<file path="src/rtl/serial_word_receiver.sv">
// serial_word_receiver
//   Collects framed serial bits into WIDTH-bit words and hands each finished
//   word to a parallel consumer through a one-entry output buffer. The shift
//   register and the output buffer are separate, so reception carries on
//   while the consumer stalls.
//
//   Optional feature: define SWR_PARITY_EN to expect one even-parity bit after
//   the data bits. It adds a PARITY state and the parity_err output.
//
//   Handshake: a word is transferred on any rising edge where out_valid=1 and
//   out_ready=1. out_data is stable while out_valid=1. out_ready while
//   out_valid=0 has no effect.
//
// Ports
//   clk        system clock, rising edge
//   rst        asynchronous active-high reset
//   sin        serial data bit, sampled only when sin_valid=1
//   sin_valid  serial strobe
//   frame      marks the first bit of a word (used only when sin_valid=1)
//   out_data   received word (registered)
//   out_valid  out_data holds an unconsumed word
//   out_ready  consumer accepts out_data
//   busy       a word is being received (state != IDLE)
//   overflow   sticky: a completed word was dropped
//   ovf_clr    synchronous clear of overflow (a same-edge set wins)
//   resync     one-cycle pulse: a partial word was discarded by a new frame
//   parity_err (SWR_PARITY_EN only) parity mismatch of the loaded word
module serial_word_receiver #(
    parameter int WIDTH     = 4,
    parameter int MSB_FIRST = 1
) (
    input  logic             clk,
    input  logic             rst,
    input  logic             sin,
    input  logic             sin_valid,
    input  logic             frame,
    output logic [WIDTH-1:0] out_data,
    output logic             out_valid,
    input  logic             out_ready,
    output logic             busy,
    output logic             overflow,
    input  logic             ovf_clr,
    output logic             resync
`ifdef SWR_PARITY_EN
    ,
    output logic             parity_err
`endif
);

    localparam int CNT_W = $clog2(WIDTH + 1);
    localparam logic [CNT_W-1:0] CNT_LAST = CNT_W'(WIDTH - 1);

`ifdef SWR_PARITY_EN
    typedef enum logic [1:0] {ST_IDLE, ST_RECV, ST_PARITY} state_t;
`else
    typedef enum logic [1:0] {ST_IDLE, ST_RECV} state_t;
`endif

    state_t            state_q, state_d;
    logic [WIDTH-1:0]  sr_q, sr_d;
    logic [CNT_W-1:0]  cnt_q, cnt_d;
    logic [WIDTH-1:0]  out_data_q, out_data_d;
    logic              out_valid_q, out_valid_d;
    logic              overflow_q, overflow_d;
    logic              resync_q, resync_d;
`ifdef SWR_PARITY_EN
    logic              parity_err_q, parity_err_d;
    logic              word_perr;
`endif

    logic [WIDTH-1:0]  shifted;
    logic [WIDTH-1:0]  word;
    logic              word_done;

    always_comb begin
        state_d     = state_q;
        sr_d        = sr_q;
        cnt_d       = cnt_q;
        out_data_d  = out_data_q;
        out_valid_d = out_valid_q;
        overflow_d  = overflow_q;
        resync_d    = 1'b0;
        word_done   = 1'b0;
`ifdef SWR_PARITY_EN
        parity_err_d = parity_err_q;
        word_perr    = 1'b0;
`endif

        if (MSB_FIRST != 0) begin
            shifted = {sr_q[WIDTH-2:0], sin};
        end else begin
            shifted = {sin, sr_q[WIDTH-1:1]};
        end
        word = shifted;

        if (sin_valid) begin
            case (state_q)
                ST_IDLE: begin
                    if (frame) begin
                        sr_d    = shifted;
                        cnt_d   = CNT_W'(1);
                        state_d = ST_RECV;
                    end
                end
                ST_RECV: begin
                    sr_d = shifted;
                    if (frame) begin
                        // Stale bits of the abandoned word are shifted out by
                        // the time the new word completes, so no clear needed.
                        cnt_d    = CNT_W'(1);
                        resync_d = 1'b1;
                    end else if (cnt_q == CNT_LAST) begin
`ifdef SWR_PARITY_EN
                        cnt_d   = CNT_W'(WIDTH);
                        state_d = ST_PARITY;
`else
                        cnt_d     = '0;
                        state_d   = ST_IDLE;
                        word_done = 1'b1;
`endif
                    end else begin
                        cnt_d = cnt_q + CNT_W'(1);
                    end
                end
`ifdef SWR_PARITY_EN
                ST_PARITY: begin
                    if (frame) begin
                        sr_d     = shifted;
                        cnt_d    = CNT_W'(1);
                        resync_d = 1'b1;
                        state_d  = ST_RECV;
                    end else begin
                        // Data already complete in sr_q; this bit is parity only.
                        word      = sr_q;
                        word_perr = ^{sr_q, sin};
                        word_done = 1'b1;
                        cnt_d     = '0;
                        state_d   = ST_IDLE;
                    end
                end
`endif
                default: state_d = ST_IDLE;
            endcase
        end

        if (out_valid_q && out_ready) begin
            out_valid_d = 1'b0;
        end
        if (ovf_clr) begin
            overflow_d = 1'b0;
        end
        // A word finishing on the accept edge refills the freed buffer.
        if (word_done) begin
            if (!out_valid_q || out_ready) begin
                out_data_d  = word;
                out_valid_d = 1'b1;
`ifdef SWR_PARITY_EN
                parity_err_d = word_perr;
`endif
            end else begin
                overflow_d = 1'b1;
            end
        end
    end

    always_ff @(posedge clk or posedge rst) begin
        if (rst) begin
            state_q     <= ST_IDLE;
            sr_q        <= '0;
            cnt_q       <= '0;
            out_data_q  <= '0;
            out_valid_q <= 1'b0;
            overflow_q  <= 1'b0;
            resync_q    <= 1'b0;
`ifdef SWR_PARITY_EN
            parity_err_q <= 1'b0;
`endif
        end else begin
            state_q     <= state_d;
            sr_q        <= sr_d;
            cnt_q       <= cnt_d;
            out_data_q  <= out_data_d;
            out_valid_q <= out_valid_d;
            overflow_q  <= overflow_d;
            resync_q    <= resync_d;
`ifdef SWR_PARITY_EN
            parity_err_q <= parity_err_d;
`endif
        end
    end

    assign out_data  = out_data_q;
    assign out_valid = out_valid_q;
    assign overflow  = overflow_q;
    assign resync    = resync_q;
    assign busy      = (state_q != ST_IDLE);
`ifdef SWR_PARITY_EN
    assign parity_err = parity_err_q;
`endif

endmodule

</file>
<file path="config.mk">
export PLATFORM = sky130hd
export DESIGN_NAME = serial_word_receiver
export DESIGN_NICKNAME = d
export VERILOG_FILES = /design/src/rtl/serial_word_receiver.sv
export SDC_FILE = /design/constraint.sdc
export NUM_CORES = 1
export LEC_CHECK = 0
export ABC_AREA = 1
export CORE_MARGIN = 2
export CORE_UTILIZATION = 41
export DETAILED_ROUTE_END_ITERATION = 7
export GPL_TIMING_DRIVEN = 0
export PLACE_DENSITY = 0.71
export SLEW_MARGIN = 20
export SYNTH_ARGS = -nofsm -noshare
export SYNTH_HDL_FRONTEND = slang
export SYNTH_SLANG_ARGS = --single-unit
export TNS_END_PERCENT = 10
</file>
<file path="constraint.sdc">
create_clock -name clk -period 1.1 [get_ports clk]
set_clock_uncertainty 0.15 [all_clocks]
set_input_delay 0.275 -clock clk [delete_from_list [all_inputs] [get_ports clk]]
set_output_delay 0.275 -clock clk [all_outputs]
set_load 0.01 [all_outputs]
</file>
; ---- Word-level counts from Yosys, hierarchy flattened
; Index checks and enable logic that the tools add are counted.
[word_totals]
reg_bits = 15
inputBits = 7
out_inout_bits = 8
elab_cells = 45
[classes]
add_sub_neg = 1
n_eq_ne = 5
muxes = 23
reduce_logical = 9
[ops]
columns = operator, n
row1 = $mux W1, 13
row2 = $mux W3, 4
row3 = $pmux W3 S2, 2
row4 = $mux W2, 3
row5 = $ne A2 B2 Y1 const B, 3
row6 = $pmux W2 S2, 1
row7 = $reduce_and A4 Y1, 1
row8 = $reduce_bool A2 Y1, 2
row9 = $add A3 B1 Y3 const B, 1
row10 = $eq A3 B2 Y1 const B, 1
row11 = $reduce_and A3 Y1, 1
row12 = $eq A2 B1 Y1 const B, 1
row13 = $logic_not A2 Y1, 1
row14 = $reduce_and A2 Y1, 1
row15 = $logic_and A1 B1 Y1, 1
row16 = $logic_not A1 Y1, 1
row17 = $logic_or A1 B1 Y1, 1

; ---- Depth between registers and ports, before layout
; Gate-level depths: netlist of the first run.
[depth]
depth_word = 6
ltp_mapped = 6
ltp_nobuf = 6

; ---- Worst setup path after synthesis of the first run
; Ideal clock, no wire load.
[synth_path]
path_type = reg-to-reg
startpoint = register cnt_q[0]
endpoint = register out_data_q[0], in the netlist out_data[0]
setup_time_ns = 0.118
arrival_time_ns = 0.930
t_required_ns = 0.832
slack_ns = -0.098
stages_incl_launch_ff = 7
path_cell_list = dfrtp_1 > ha_1 > inv_1 > nor2_4 > nand3_4 > nand2_1 > nand2_1
[synth_via]
elab_chain_len = 6
[synth_lines]
columns = item, line
row1 = from (decl), 61  ; logic [CNT_W-1:0] cnt_q, cnt_d;
row2 = from (signal assigned), 181  ; cnt_q <= cnt_d;
row3 = $eq A3 B2 Y1, 112  ; end else if (cnt_q == CNT_LAST) begin
row4 = $mux W1, 112
row5 = $mux W1, 107  ; if (frame) begin
row6 = $mux W1, 97  ; case (state_q)
row7 = $mux W1, 96  ; if (sin_valid) begin
row8 = $reduce_and A2 Y1 (no line), --
row9 = to (signal assigned), 182  ; out_data_q <= out_data_d;
row10 = to (decl), 62  ; logic [WIDTH-1:0] out_data_q, out_data_d;
; No other way between the ends.
; A chain may end at the register's enable or synchronous reset.

; ---- Worst setup path after layout of the first run
[layout_path]
startpoint = register cnt_q[0]
endpoint = register out_data_q[1], in the netlist out_data[1]
; Same word-level chain as after synthesis.

==> out/metrics.yaml, run 1 <==
finish:
  seq_area_sq_um: 350
  fillers: 127
  design_area_sq_um: 816
  multi_input_area_sq_um: 239
  antenna-diode-count: 0
  final_layout_size_suffix_gt1_share_pct: 32.2
  syn_to_final_growth_pct: 33.1
  final_nets: 99
timing:
  layout_setup_ws_ps: -203
  max_freq_mhz: 767
  hold_viol: 0
  worst_pin_slew_ps: 514
  drv_slew: 0
  rsz0062_at_grt: "yes"
  period_share_pct: 118
  slew_headroom_pct: 65.7
  holdWs_ps: 174
  setup-violations-final: 20
  fin_crit_ps: 1300
critical_path:
  rr_endpoint: "out_data[1]"
  worst-r2r-cell-count: 6
  cp_slowest_cell: "dfrtp_1"
  r2r_setup_slack_ps: -200
  worst-path-buf-inv: 1
  startpoint_type: "register"
  required_ps: 1130
  slowest_delay_ps: 370
  cp_cell_sequence: "ha_2 -> inv_2 -> nor2_4 -> nand3_4 -> nand2_2 -> nand2_2"
  crit_arrival_ps: 1330
  end_kind: "register"
  r2r-start: "cnt_q[0]"
  crit_family: "simple AND/OR/NAND/NOR gates"
  path_max_fanout: 7
  cpMostUsedCell: "nand2_2"
  critPathKind: "reg2reg"
route:
  post_drt_wl_per_cell_um: 10.5
  drc_errors: 0
  met3WireLength_um: 57
  vias_per_cell: 4.88
  ant_nets: 0
  top_layer: "met4"
  first_iter_violations: 12
  wl_mm: 1.10
  route.met2.wl_um: 540
  dr.pass1.iters: 4
  via_count: 512
  wl_met1_um: 476
yosys:
  ys.flop_type: "dfrtp_1"
  synth_top_area_share_pct: 57.1
  synth_edf_count: 0
  avgSynthCellArea_sq_um: 9.15
  synthArstFlopShare_pct: 100
  synth_area_leader_cell: "dfrtp_1"
  syn-instance-count: 67
  synth.most_common_cell: "nand2_1"
  ys_ff_latch: 14
  syn-num-nets: 75
  syn-cell-area_sq_um: 613
  ys_seq_area_share_pct: 57.1
  yosys-top-cells-count: "28 x nand2_1, 14 x dfrtp_1, 8 x inv_1"
  synth-warning-count: 0
  ys_types: 14
  synth_area_leaders: "dfrtp_1 57%, nand2_1 17%, inv_1 4.9%, nand4_1 4.1%, nor2_4 3.7%"
floorplan:
  pin_count: 15
  start_util_pct: 45.4
  dieArea_sq_um: 1820
  rows: 13
  fp.dieW_um: 42.7
  die_h_um: 42.7
  core-area_sq_um: 1350
pwr:
  power.switching_uw: 517
  seq_power_share_pct: 43.8
  p_per_area_nw_per_um2: 1970
  clock_power_share_pct: 23.2
  p_comb_share_pct: 33.0
  p_leak_uw: 0.000447
  swShare_pct: 32.2
  vdd_drop_max_mv: 1.07
  intPower_uw: 1090
cts:
  htreeDepth: 1
  cts_buffer_depth: 2
  cts_sinks: 14
  ctsHoldBuffers: 0
  clk_latency_ps: 280
  cts_tree: "yes"
  cts_buffers: 3
  root_buffer: "clkbuf_4"
  clk_pin_slew_ps: 90
grt:
  grt_pass1_vias: 494
  grt_max_degree: 15
  grt_pass1_wl_mm: 2.01
  grt_antenna_before_repair: 0
  grt_usage_pct: 15.3
  overflow: 0
placement:
  dp_hpwl_um: 792
  gp_congestion: 0.714
  io_buffer_count: 14
  place_ws_ps: -489
  place_area_sq_um: 772
run_status:
  violations: "negative setup slack"
  run_status: "finished, violations left"
min_path:
  hp-class: "in2async"
run:
  maxCapViolations: 0
kinds of logic after synthesis:
logic type                 count (synthesis)  share of synthesized area [%]
AOI/OAI and AO/OA                          5                           4.90
adders and majority gates                  1                           2.04
buffers and inverters                      9                           5.51
DFF                                       14                           57.1
and+or+nand+nor                           38                           30.4
layer usage:
| metal | up-vias | GRT usage (%) |
|---|---|---|
| li1 | 257 | - |
| met1 | 237 | 18.5 |
| met2 | 13 | 21.8 |
| met3 | 5 | 5.96 |
| met4 | 0 | 11.3 |
| met5 | - | 0 |
final cells by class:
type	instances	area share, %
Sequential cell	14	42.9
Clock buffer	4	4.45
Inverter	9	4.14
Tap cell	15	2.30
Timing Repair Buffer	19	16.9
Multi-Input combinational cell	44	29.3
worst max path at each step:
stage | start | end | slack (ps) | depth (start not counted)
6_report | cnt_q[0] | out_data[1] | -200 | 6
5_1_grt | cnt_q[0] | state_q[0] | -280 | 6
4_1_cts | cnt_q[0] | out_data[1] | -200 | 6
3_5_place_dp | sin_valid | state_q[0] | -490 | 6
3_3_place_gp | sin_valid | out_data[0] | -490 | 6
2_1_floorplan | cnt_q[0] | out_data[0] | -100 | 6
power groups by stage:
stage,registers (uW),clock network [uW],logic [uW]
final,703,373,531
after global routing,722,423,594
after CTS,701,381,516
after detailed placement,725,0,494
after global placement,721,0,487
after floorplan,758,0,218
layout by cell type, fill, tap and decap left out, types with 3 or more instances in the layout:
cell type	synthesis	routed
buf_2	0	8
buf_4	0	5
clkbuf_4	0	3
clkdlybuf4s50_1	0	6
dfrtp_1	14	14
inv_1	8	7
nand2_1	28	25
nand2_2	2	5
nand4_1	4	4
registers in the layout, summed over array words and instances (netlist names):
register	cells
sr_q	3
overflow	1
out_valid	1
state_q	1
resync	1
out_data	4
cnt_q	3
what timing repair did:
item / CTS / global route
hold endpoints to repair: 0 / 0
pin swaps: 2 / 3
resized for setup: 35 / 2
setup endpoints to repair: 20 / 20
buffers inserted: 4 / 1
metrics by stage:
step / total power [uW] / setup TNS (ps) / std cells / util [%]
6_report: 1610 / -2900 / 105 / 60.4
5_1_grt: 1740 / -4270 / 105 / 60.4
4_1_cts: 1600 / -3020 / 104 / 59.5
3_5_place_dp: 1220 / -8300 / 96 / 57.2
3_3_place_gp: 1210 / -8160 / 96 / 57.2
2_1_floorplan: 976 / -624 / 67 / -
Note: power is estimated with default switching activity, not from simulation.
==> inputs of run 2 (changes only) <==
--- a/config.mk
+++ b/config.mk
@@ -11,6 +11,7 @@
 export DETAILED_ROUTE_END_ITERATION = 7
 export GPL_TIMING_DRIVEN = 0
 export PLACE_DENSITY = 0.71
+export SKIP_LAST_GASP = 1
 export SLEW_MARGIN = 20
 export SYNTH_ARGS = -nofsm -noshare
 export SYNTH_HDL_FRONTEND = slang
==> run 2 against run 1 <==
Net effect:
- design area is 0.31% higher
- the run still ends with negative setup slack left
- sequential power barely moved
- global-route usage unchanged
- register-to-register slack about the same
- clock power hardly changed
==> out/metrics.yaml, run 2 (synthesis gave the netlist of run 1 again) <==
finish:
  layout_common_cells: "26 x nand2_1, 14 x dfrtp_1, 7 x inv_1, 7 x buf_2, 6 x clkdlybuf4s50_1"
  seq_area_sq_um: 350
  syn_to_final_growth_pct: 33.5
  largest_register_ffs: 4
  fillers: 125
  layout_commonest_cell: "nand2_1"
  multi_input_area_sq_um: 236
  final_layout_size_suffix_gt1_share_pct: 30.0
  final_nets: 99
  antenna-diode-count: 0
critical_path:
  end_kind: "register"
  required_ps: 1130
  cp_cell_sequence: "ha_2 -> inv_2 -> nor2_4 -> nand3_4 -> nand2_2 -> nand2_1"
  path_max_fanout: 7
  slowest_delay_ps: 370
  startpoint_type: "register"
  crit_arrival_ps: 1330
  cp_slowest_cell: "dfrtp_1"
  critPathKind: "reg2reg"
run:
  maxCapViolations: 0
floorplan:
  dieArea_sq_um: 1820
  pin_count: 15
  core-area_sq_um: 1350
  rows: 13
  start_util_pct: 45.4
  fp.dieW_um: 42.7
  die_h_um: 42.7
cts:
  cts_tree: "yes"
  root_buffer: "clkbuf_4"
  ctsHoldBuffers: 0
  clk_pin_slew_ps: 90
  cts_sinks: 14
  cts_buffers: 3
  clk_latency_ps: 280
  htreeDepth: 1
  cts_buffer_depth: 2
timing:
  drv_slew: 0
  fin_crit_ps: 1300
  rsz0062_at_grt: "yes"
  worst_pin_slew_ps: 514
  holdWs_ps: 173
  slew_headroom_pct: 65.7
  setup-violations-final: 20
  layout_setup_ws_ps: -202
  hold_viol: 0
  max_freq_mhz: 768
  fin_setup_tns_ps: -3030
  period_share_pct: 118
grt:
  grt_antenna_before_repair: 0
  overflow: 0
  grt_util_met3_pct: 5.96
  grt_max_degree: 15
  busiest_layer: "met2"
  met1_usage_pct: 18.5
  grt_pass1_vias: 494
  use_met2_pct: 21.8
  grt_pass1_wl_mm: 2.01
  grt_usage_pct: 15.3
pwr:
  p_leak_uw: 0.000447
  p_per_area_nw_per_um2: 1960
  vdd_drop_max_mv: 1.07
run_status:
  violations: "negative setup slack"
  run_status: "finished, violations left"
route:
  dr.pass1.iters: 4
  drc_errors: 0
  first_iter_violations: 13
  via_count: 508
  ant_nets: 0
  wl_mm: 1.09
  vias_per_cell: 4.84
  post_drt_wl_per_cell_um: 10.4
placement:
  dp_hpwl_um: 792
  gp_congestion: 0.714
  io_buffer_count: 14
min_path:
  hp-class: "in2async"
run 2: what timing repair did:
item,4_1_cts,5_1_grt
buffers inserted,4,1
setup endpoints to repair,20,20
pin swaps,2,2
resized for setup,33,1
gates cloned,0,0
run 2: critical path, delay by kind of cell, from the launching register on:
kind / cells / cell delay (ps)
adders and majority gates: 1 / 200
buffers and inverters: 1 / 50
and+or+nand+nor: 4 / 430
DFF: 1 / 370
run 2: metal layers:
layer	routed length [um]	part of all wire, %	up-vias
met5	0	0	-
li1	-	-	256
met1	471	43	234
met3	54	5.0	5
met4	23	2.1	0
met2	537	49	13
run 2: worst paths after layout:
kind,to,slack [ps],cells after the start,from
min,overflow,170,2,rst
min in group clk,out_data[2],330,2,out_data[2]
max reg2reg,out_data[0],-200,6,cnt_q[0]
max in group asynchronous,cnt_q[0],290,2,rst
max,out_data[0],-200,6,cnt_q[0]
min reg2reg,out_data[2],330,2,out_data[2]
run 2: power breakdown:
| group | total [uW] | internal [uW] | switching, uW | leakage (uW) |
|---|---|---|---|---|
| Sequential | 703 | 639 | 63.8 | 0.000176 |
| Clock | 373 | 202 | 172 | 0.0000210 |
| Combinational | 526 | 247 | 278 | 0.000250 |
run 2: per-stage QoR:
| stage | instance area [sq um] | power, uW | setup slack (ps) | cells | util (%) |
|---|---|---|---|---|---|
| floorplan | 613 | 976 | -97.9 | 67 | - |
| global placement | 772 | 1210 | -485 | 96 | 57.2 |
| detailed placement | 772 | 1220 | -489 | 96 | 57.2 |
| CTS | 808 | 1600 | -204 | 104 | 59.9 |
| global route | 818 | 1740 | -288 | 105 | 60.6 |
| finish | 818 | 1600 | -202 | 105 | 60.6 |
run 2: area by class of cell:
type | count | area share, %
Tap cell | 15 | 2.29
Inverter | 9 | 4.13
Timing Repair Buffer | 19 | 17.4
Sequential cell | 14 | 42.8
Multi-Input combinational cell | 44 | 28.9
Clock buffer | 4 | 4.43
==> inputs of run 3 (changes only) <==
--- a/config.mk
+++ b/config.mk
@@ -5,7 +5,6 @@
 export SDC_FILE = /design/constraint.sdc
 export NUM_CORES = 1
 export LEC_CHECK = 0
-export ABC_AREA = 1
 export CORE_MARGIN = 2
 export CORE_UTILIZATION = 41
 export DETAILED_ROUTE_END_ITERATION = 7
==> run 3 against run 2 <==
Net effect:
- the flow still finishes with violations (negative setup slack)
- die area shrank 0.37%
- critical path depth shrank 1
- core utilization grew 2.9 points
- wire length grew 11%
- global-route usage grew 0.43 points
- clock power shrank 24%
- flip-flop and latch count is the same
- setup slack lost 340 ps
- synthesized area shrank 0.41%
==> out/metrics.yaml, run 3 <==
finish:
  syn_to_final_growth_pct: 40.4
  final_layout_size_suffix_gt1_share_pct: 31.9
  layout_commonest_cell: "dfrtp_1"
  fillers: 111
  instances_no_fill: 84
  layout_common_cells: "13 x dfrtp_1, 10 x clkdlybuf4s50_1, 5 x nand2_1, 5 x buf_4"
  final_nets: 79
  largest_register_ffs: 4
  antenna-diode-count: 0
pwr:
  p_per_area_nw_per_um2: 2160
  p_leak_uw: 0.000411
  vdd_drop_max_mv: 1.22
yosys:
  synth_top_area_share_pct: 57.4
  ys_types: 19
  syn-num-nets: 56
  synth.most_common_cell: "dfrtp_1"
  avgSynthCellArea_sq_um: 12.7
  yosys-top-cells-count: "14 x dfrtp_1, 7 x mux2_2, 5 x nand2_1"
  syn-cell-area_sq_um: 611
  synthArstFlopShare_pct: 100
  ys_seq_area_share_pct: 57.4
  ys_ff_latch: 14
  synth-warning-count: 0
  synth_edf_count: 0
  synth_area_leaders: "dfrtp_1 57%, mux2_2 13%, nor4b_4 3.9%, buf_12 3.3%, o21ai_0 3.3%"
  ys.flop_type: "dfrtp_1"
  synth_area_leader_cell: "dfrtp_1"
  syn-instance-count: 48
floorplan:
  pin_count: 15
  core-area_sq_um: 1350
  start_util_pct: 45.2
  dieArea_sq_um: 1810
  fp.dieW_um: 42.6
  die_h_um: 42.6
  rows: 13
timing:
  slew_headroom_pct: 64.9
  layout_setup_ws_ps: -538
  drv_slew: 0
  hold_viol: 0
  max_freq_mhz: 610
  period_share_pct: 149
  fin_crit_ps: 1640
  rsz0062_at_grt: "yes"
  holdWs_ps: 52.4
  setup-violations-final: 20
  worst_pin_slew_ps: 525
placement:
  dp_hpwl_um: 811
  gp_congestion: 0.670
  io_buffer_count: 13
  placed_cells: 76
run:
  maxCapViolations: 0
route:
  ant_nets: 0
  via_count: 417
  wl_mm: 1.20
  vias_per_cell: 4.96
  drc_errors: 0
  dr.pass1.iters: 2
  first_iter_violations: 1
  post_drt_wl_per_cell_um: 14.3
critical_path:
  startpoint_type: "register"
  cp_slowest_cell: "dfrtp_1"
  cp_cell_sequence: "ha_4 -> nand2b_4 -> nor4b_4 -> buf_4 -> mux2_4"
  required_ps: 1110
  crit_arrival_ps: 1650
  slowest_delay_ps: 400
  end_kind: "register"
  crit_family: "flip-flops"
  path_max_fanout: 4
  critPathKind: "reg2reg"
  worst-path-buf-inv: 1
grt:
  grt_max_degree: 15
  grt_usage_pct: 15.7
  overflow: 0
  grt_pass1_wl_mm: 2.02
  grt_antenna_before_repair: 0
  grt_pass1_vias: 463
cts:
  htreeDepth: 1
  root_buffer: "clkbuf_4"
  cts_buffer_depth: 2
  cts_buffers: 3
  ctsHoldBuffers: 0
  clk_pin_slew_ps: 80
  cts_sinks: 14
  clk_latency_ps: 280
  cts_tree: "yes"
min_path:
  hp-class: "in2reg"
run_status:
  violations: "negative setup slack"
  run_status: "finished, violations left"
-- run 3: changes by cell type in the layout (fill, tap and decap cells not counted), moves of 4 or more --
cell,change
clkdlybuf4s50_1,+4
nand4_1,-4
nand2_1,-21
mux2_4,+4
buf_2,-7
-- run 3: metrics by stage --
stage | util, % | cell area [sq um] | setup WS (ps) | setup TNS (ps) | power [uW]
after detailed placement | 56.3 | 759 | -842 | -10200 | 1400
after global routing | 63.5 | 857 | -579 | -9420 | 1980
after floorplan | - | 611 | -492 | -3620 | 1110
after CTS | 62.0 | 837 | -550 | -8900 | 1810
after global placement | 56.3 | 759 | -868 | -9940 | 1360
final | 63.5 | 857 | -538 | -8320 | 1850
-- run 3: power by group --
group / switching, uW / internal [uW]
clock: 157 / 127
sequential: 133 / 682
combinational: 280 / 468
-- run 3: routing by layer --
metal	global-route usage, %	vias up	wire length (um)
met4	7.50	0	0
met1	18.3	199	552
met2	25.2	12	589
met3	6.03	0	62
li1	-	206	-
met5	0	-	0
-- run 3: worst paths after layout --
kind | from | endpoint | slack (ps) | cells past startpoint
max | cnt_q[0] | out_data[3] | -540 | 5
min | frame | cnt_q[1] | 50 | 2
max reg2reg | cnt_q[0] | out_data[3] | -540 | 5
min reg2reg | cnt_q[2] | cnt_q[2] | 340 | 1
max in group asynchronous | rst | state_q[0] | 250 | 2
min in group asynchronous | rst | cnt_q[1] | 180 | 2
-- run 3: final cells by class --
type                       count  area [sq um]  area share [%]
sequential                    14           352            41.0
multi-input combinational     29           258            30.1
timing repair buffer          18           171            20.0
clock buffer                   3          22.5            2.63
buffer                         1          20.0            2.34
tap                           15          18.8            2.19
inverter                       4          15.0            1.75
-- run 3: kinds of logic (layout without fill, tap and decap cells) --
| kind of cell | after synthesis | count (layout) | share of synthesized area [%] |
|---|---|---|---|
| flip-flops | 14 | 14 | 57.4 |
| adder cells (fa/ha/maj) | 1 | 1 | 2.05 |
| multiplexers | 7 | 7 | 12.9 |
| AND/OR/NAND/NOR | 12 | 12 | 13.3 |
| buffers and inverters | 5 | 26 | 5.74 |
| AO/OA/AOI/OAI | 9 | 9 | 8.61 |
-- run 3: what timing repair did --
item | 4_1_cts | 5_1_grt
gates resized for setup | 9 | 2
endpoints found under the hold margin | 0 | 0
setup endpoints to repair | 21 | 21
setup buffers | 3 | 2
pin swaps | 2 | 2
